### config.mk
export PLATFORM = sky130hd
export DESIGN_NAME = layer_output_serializer
export DESIGN_NICKNAME = d
export VERILOG_FILES = /design/src/rtl/layer_output_serializer.sv
export SDC_FILE = /design/constraint.sdc
export NUM_CORES = 1
export LEC_CHECK = 0
export CORE_MARGIN = 5
export CORE_UTILIZATION = 40
export CTS_BUF_LIST = sky130_fd_sc_hd__clkbuf_2 sky130_fd_sc_hd__clkbuf_4 sky130_fd_sc_hd__clkbuf_8
export CTS_CLUSTER_SIZE = 24
export DETAILED_ROUTE_END_ITERATION = 8
export PLACE_DENSITY = 0.68
export SLEW_MARGIN = 20
export SYNTH_ARGS = -nofsm -noshare
export SYNTH_HDL_FRONTEND = slang
export SYNTH_SLANG_ARGS = --single-unit
### constraint.sdc
create_clock -name clk -period 7.4 [get_ports clk]
set_input_delay 1.11 -clock clk [delete_from_list [all_inputs] [get_ports clk]]
set_output_delay 1.11 -clock clk [all_outputs]
set_load 0.03 [all_outputs]
### src/rtl/layer_output_serializer.sv
// Layer output serializer: captures a layer's parallel neuron outputs and
// streams them one per cycle while tracking the signed argmax.
module layer_output_serializer #(
  parameter int numNeurons = 30,
  parameter int dataWidth  = 16,
  localparam int IW = (numNeurons > 1) ? $clog2(numNeurons) : 1
) (
  input  logic                            clk,
  input  logic                            rst,
  input  logic [numNeurons*dataWidth-1:0] x_in,
  input  logic                            x_valid,
  output logic [dataWidth-1:0]            out,
  output logic                            out_valid,
  output logic                            out_last,
  output logic                            busy,
  output logic                            overrun,
  output logic [IW-1:0]                   max_idx,
  output logic [dataWidth-1:0]            max_val,
  output logic                            max_valid
);

  typedef enum logic {
    IDLE = 1'b0,
    SEND = 1'b1
  } state_t;

  localparam logic [IW-1:0] LAST = IW'(numNeurons - 1);

  state_t               state_q, state_d;
  logic [IW-1:0]        cnt_q, cnt_d;
  logic [dataWidth-1:0] buf_q [numNeurons];
  logic [dataWidth-1:0] buf_d [numNeurons];
  logic [dataWidth-1:0] out_q, out_d;
  logic                 out_valid_q, out_valid_d;
  logic                 out_last_q, out_last_d;
  logic                 busy_q, busy_d;
  logic                 overrun_q, overrun_d;
  logic [dataWidth-1:0] run_max_q, run_max_d;
  logic [IW-1:0]        run_idx_q, run_idx_d;
  logic [IW-1:0]        max_idx_q, max_idx_d;
  logic [dataWidth-1:0] max_val_q, max_val_d;
  logic                 max_valid_q, max_valid_d;

  logic                 take;
  logic                 accept;
  logic [IW-1:0]        nxt;
  logic [dataWidth-1:0] cur_max;
  logic [IW-1:0]        cur_idx;

  // Element 0 seeds the running max; later ones win only if strictly greater
  assign take    = (cnt_q == '0) ||
                   ($signed(out_q) > $signed(run_max_q));
  assign cur_max = take ? out_q : run_max_q;
  assign cur_idx = take ? cnt_q : run_idx_q;
  assign nxt     = cnt_q + 1'b1;

  always_comb begin
    state_d     = state_q;
    cnt_d       = cnt_q;
    buf_d       = buf_q;
    out_d       = out_q;
    out_valid_d = 1'b0;
    out_last_d  = 1'b0;
    busy_d      = 1'b0;
    overrun_d   = overrun_q;
    run_max_d   = run_max_q;
    run_idx_d   = run_idx_q;
    max_idx_d   = max_idx_q;
    max_val_d   = max_val_q;
    max_valid_d = 1'b0;
    accept      = 1'b0;

    unique case (state_q)
      IDLE: begin
        accept = x_valid;
      end
      SEND: begin
        run_max_d = cur_max;
        run_idx_d = cur_idx;
        if (out_last_q) begin
          max_idx_d   = cur_idx;
          max_val_d   = cur_max;
          max_valid_d = 1'b1;
          state_d     = IDLE;
          accept      = x_valid;
        end else begin
          if (x_valid) overrun_d = 1'b1;
          cnt_d       = nxt;
          out_d       = buf_q[nxt];
          out_valid_d = 1'b1;
          busy_d      = 1'b1;
          out_last_d  = (nxt == LAST);
        end
      end
      default: state_d = IDLE;
    endcase

    // Element 0 goes straight to out so the stream starts next cycle
    if (accept) begin
      for (int k = 0; k < numNeurons; k++) begin
        buf_d[k] = x_in[k*dataWidth +: dataWidth];
      end
      cnt_d       = '0;
      out_d       = x_in[0 +: dataWidth];
      out_valid_d = 1'b1;
      busy_d      = 1'b1;
      out_last_d  = (numNeurons == 1);
      state_d     = SEND;
    end
  end

  always_ff @(posedge clk or negedge rst) begin
    if (!rst) begin
      state_q     <= IDLE;
      cnt_q       <= '0;
      for (int k = 0; k < numNeurons; k++) begin
        buf_q[k] <= '0;
      end
      out_q       <= '0;
      out_valid_q <= 1'b0;
      out_last_q  <= 1'b0;
      busy_q      <= 1'b0;
      overrun_q   <= 1'b0;
      run_max_q   <= '0;
      run_idx_q   <= '0;
      max_idx_q   <= '0;
      max_val_q   <= '0;
      max_valid_q <= 1'b0;
    end else begin
      state_q     <= state_d;
      cnt_q       <= cnt_d;
      buf_q       <= buf_d;
      out_q       <= out_d;
      out_valid_q <= out_valid_d;
      out_last_q  <= out_last_d;
      busy_q      <= busy_d;
      overrun_q   <= overrun_d;
      run_max_q   <= run_max_d;
      run_idx_q   <= run_idx_d;
      max_idx_q   <= max_idx_d;
      max_val_q   <= max_val_d;
      max_valid_q <= max_valid_d;
    end
  end

  assign out       = out_q;
  assign out_valid = out_valid_q;
  assign out_last  = out_last_q;
  assign busy      = busy_q;
  assign overrun   = overrun_q;
  assign max_idx   = max_idx_q;
  assign max_val   = max_val_q;
  assign max_valid = max_valid_q;

endmodule

Word level (Yosys, flattened, before mapping)
Index checks and enable logic that the tools add are counted.
{ "classes": {"add_sub_neg": 1, "n_lt_le_gt_ge": 2, "eq_ne": 2, "muxes": 21, "bitwise_logic": 3, "n_reduce_logical": 6} }
{ "ops": {"columns": ["operator", "count"], "rows": [
  ["$mux W16", 6],
  ["$bmux W16 S5", 1],
  ["$mux W5", 4],
  ["$gt A16 B16 Y1", 1],
  ["$mux W1", 9],
  ["$ge A6 B6 Y1 const B", 1],
  ["$not A5 Y6", 1],
  ["$add A5 B1 Y5 const B", 1],
  ["$eq A5 B5 Y1 const B", 1],
  ["$logic_not A5 Y1", 1],
  ["$reduce_and A2 Y1", 2],
  ["$reduce_and A3 Y1", 1],
  ["$ne A2 B1 Y1 const B", 1],
  ["$not A1 Y1", 2],
  ["$pmux W1 S2", 1],
  ["$reduce_bool A2 Y1", 1],
  ["$logic_or A1 B1 Y1", 1]
]} }
{ "word_totals": {"regBits": 547, "input_bits": 483, "out_inout_bits": 42, "elab_cells": 75} }

Longest topological paths before layout
{ "logic_depth": {"depth_word": 8, "mapped_depth": 13, "depth_no_buf": 9} }

Least setup slack after synthesis
Ideal clock, no wire load.
{ "synth_timing": {"path_type": "register -> register", "from": "register cnt_q[0]", "to": "register out_q[12] (netlist: out[12])", "setup_time_ns": 0.137, "arrival_ns": 2.998, "required_time_ns": 7.263, "slack_ns": 4.265, "stages_incl_launch_ff": 14, "path_buffers": 6, "period_less_slack_ns": 3.135, "cell_sequence": "dfrtp_1 -> clkbuf_1 -> buf_2 -> buf_2 -> inv_1 -> ha_1 -> clkbuf_1 -> clkbuf_1 -> clkbuf_1 -> mux4_2 -> nand2_1 -> nand3_1 -> a311oi_1 -> a21oi_1"} }
{ "synth_between": {"elab_chain_len": 8} }
{ "synth_lines": {"columns": ["item", "line", "text"], "rows": [
  ["start, declared", "30", "logic [IW-1:0] cnt_q, cnt_d;"],
  ["start signal, assigned", "131", "cnt_q <= cnt_d;"],
  ["$add A5 B1 Y5", "55", "assign nxt = cnt_q + 1'b1;"],
  ["$not A5 Y6 (implied by the code)", "89", "out_d = buf_q[nxt];"],
  ["$bmux W16 S5", "89", null],
  ["$mux W16 (implied by the code) (2 in series)", "89", null],
  ["$mux W16", "80", "if (out_last_q) begin"],
  ["$mux W16", "73", "unique case (state_q)"],
  ["$mux W16", "99", "if (accept) begin"],
  ["end signal, assigned", "133", "out_q <= out_d;"],
  ["end, declared", "33", "logic [dataWidth-1:0] out_q, out_d;"]
]} }
Every way passes these cells. The select of a mux whose other input is x is not followed.
A chain may end at the register's enable or synchronous reset.

Final worst setup path
{ "layout_timing": {"from": "register cnt_q[0]", "to": "register out_q[2] (netlist: out[2])"} }
The elaborated chain is that of the path after synthesis.

==> reports/qor.yml <==
ios: 525
synth_area_um2: 24900
syn-num-nets: 2165
path_class: "flop to flop"
critPathMaxFanout: 44
overflow: 0
post_cts_buffers: 0
drv_cap: 0
reg2reg_depth: 7
tightest_slew_ns: 1.25
status: "finished clean"
critPathCapture: "out[2]"
grt_max_degree: 203
yosys_warnings: 0
hpwl_mm: 59.0
hold_path.class: "flop to flop"
drc: 0
rr_startpoint: "cnt_q[0]"
yosys_most_used_dff: "dfrtp_1"
worstSkewPairLatency_ns: 0.69
placed_cell_area_um2: 31000
synthCells: 1664
cp-end-kind: "flop"
fin_cells: 3117
worstPathArrival_ns: 4.79
post-route-util_pct: 53.7
synthTopCellsByCount: "547 x dfrtp_1, 493 x mux2_2, 112 x mux4_2"
wire_per_inst_um: 25.6
yosysUniqueCellTypes: 48
grt_pass1_wl_mm: 117
layout-drive-gt1-share_pct: 36.6
start_util_pct: 40.4
drv_slew: 0
cts_resized: 0
clockBufferDepth: 3
first_pass_iters: 5
ant_nets: 0
dp_cells: 2924
max-vdd-ir-drop_v: 0.000338
finClkSkew_ns: 0.0369
hold_buffers: 0
yosysTopAreaCellShare_pct: 55.1
fin_crit_sh_pct: 57.4
clk_pin_slew_ns: 0.06
total_power_mw: 15.5
grt_antenna_before_repair: 28
grt_usage_pct: 23.4
startpoint_type: "flop"
finalSetupViolations: 0
cts.sinks: 547
relSlewSlack_pct: 17.0
ys_ff_latch: 547
hold_violations: 0
drt_iter0_markers: 1021
fin_crit_ns: 4.25
vias_per_cell: 5.31
max_freq_mhz: 235
grt_setup_unrepaired: "false"
startpoint: "cnt_q[0]"
fin_area_um2: 33100
async_flop_share_pct: 100
place_congestion: 0.845
r2r_setup_slack_ns: 3.15
totalWireLength_mm: 79.9
synth-edff-count: 0
io_buffers: 524
crit_required_ns: 7.94
h-tree-depth: 3
rows: 91
yosysMostFrequentCell: "dfrtp_1"
pwr_density_cell_nw_per_um2: 469
cts_root_buffer: "clkbuf_8"
numCtsBuffers: 95
rr_endpoint: "out[2]"
synth_seq_area_share_pct: 55.1
yosysTopAreaCell: "dfrtp_1"
final_nets: 2685
grt_pass1_vias: 18010
avgSynthCellArea_um2: 14.9
tns_ns: 0
areaGrowthSynthToFinish_pct: 33.1
die_w_um: 259
die_area_um2: 67200
tritoncts: "yes"
fp.dieH_um: 259
leakagePower_nw: 14.2
core_area_um2: 61600
vias: 16551
synthTopCellsByArea: "dfrtp_1 55%, mux2_2 22%, mux4_2 10%"
[worst max-delay path, cell delays in order, from the launching register on]
cell      delay [ns]
dfrtp_4         0.80
buf_4           0.70
buf_4           0.74
mux4_2          0.59
a221oi_1        0.62
a311oi_1        0.15
a311oi_1        0.30
a21oi_1         0.06
[cells in the final DEF (no fill, tap or decap), types with 20 or more instances in the layout]
cell type	Yosys	layout
mux2i_1	41	41
inv_1	20	20
dfrtp_1	547	546
mux2_2	493	493
clkbuf_8	0	122
a311oi_1	29	29
a21oi_1	39	39
diode_2	0	23
nand3_1	35	35
nor2_1	23	22
nand2_1	97	96
clkbuf_4	0	23
clkdlybuf4s50_1	0	523
mux4_2	112	112
[state kept, by name, summed over array words and instances, names as in the netlist]
name / count
out: 16
buf_q: 480
max_valid: 1
cnt_q: 5
run_idx_q: 5
run_max_q: 16
out_last: 1
max_val: 16
max_idx: 5
overrun: 1
busy: 1
[where the power goes]
group          switching [mW]  total [mW]  internal, mW
combinational            3.42        7.14          3.72
sequential              0.958        5.42          4.46
clock                    1.28        2.95          1.67
total                    5.66        15.5          9.85
[routing by layer]
metal,up-vias,track usage (%),routed length [um]
li1,7240,-,-
met1,8711,30.6,32900
met2,453,38.5,40300
met3,135,5.43,4000
met4,12,8.26,2600
met5,-,0,92
[logic make-up after synthesis]
group           after synthesis  share of synthesized area (%)
xor+xnor                      5                          0.176
compound gates              107                           3.07
buf+inv                     142                           2.37
mux                         664                           35.2
simple gates                181                           3.23
flops                       547                           55.1
fa+ha+maj                    18                          0.906
[per-stage QoR]
step | hold slack [ns] | setup slack, ns
after global routing | 0.487 | 2.71
after detailed placement | 0.457 | 2.99
after global placement | 0.449 | 3.02
after floorplan | 0.466 | 4.26
final | 0.459 | 3.15
after CTS | 0.467 | 2.97
[how the worst min path moves through the flow]
stage          cells past startpoint           end          from
2_1_floorplan                      1  run_idx_q[2]  run_idx_q[2]
3_3_place_gp                       1       overrun       overrun
3_5_place_dp                       1       overrun       overrun
4_1_cts                            1       overrun       overrun
5_1_grt                            1       overrun       overrun
6_report                           1       overrun       overrun
[area by class of cell]
cell class,instances,area [um^2]
antenna,23,57.6
clock buffer,145,1850
clock inverter,25,201
fill,5166,28500
inverter,20,75.1
multi-input combinational,975,10700
sequential,547,13700
tap,837,1050
timing repair buffer,545,5490
(Power assumes the default switching activity.)
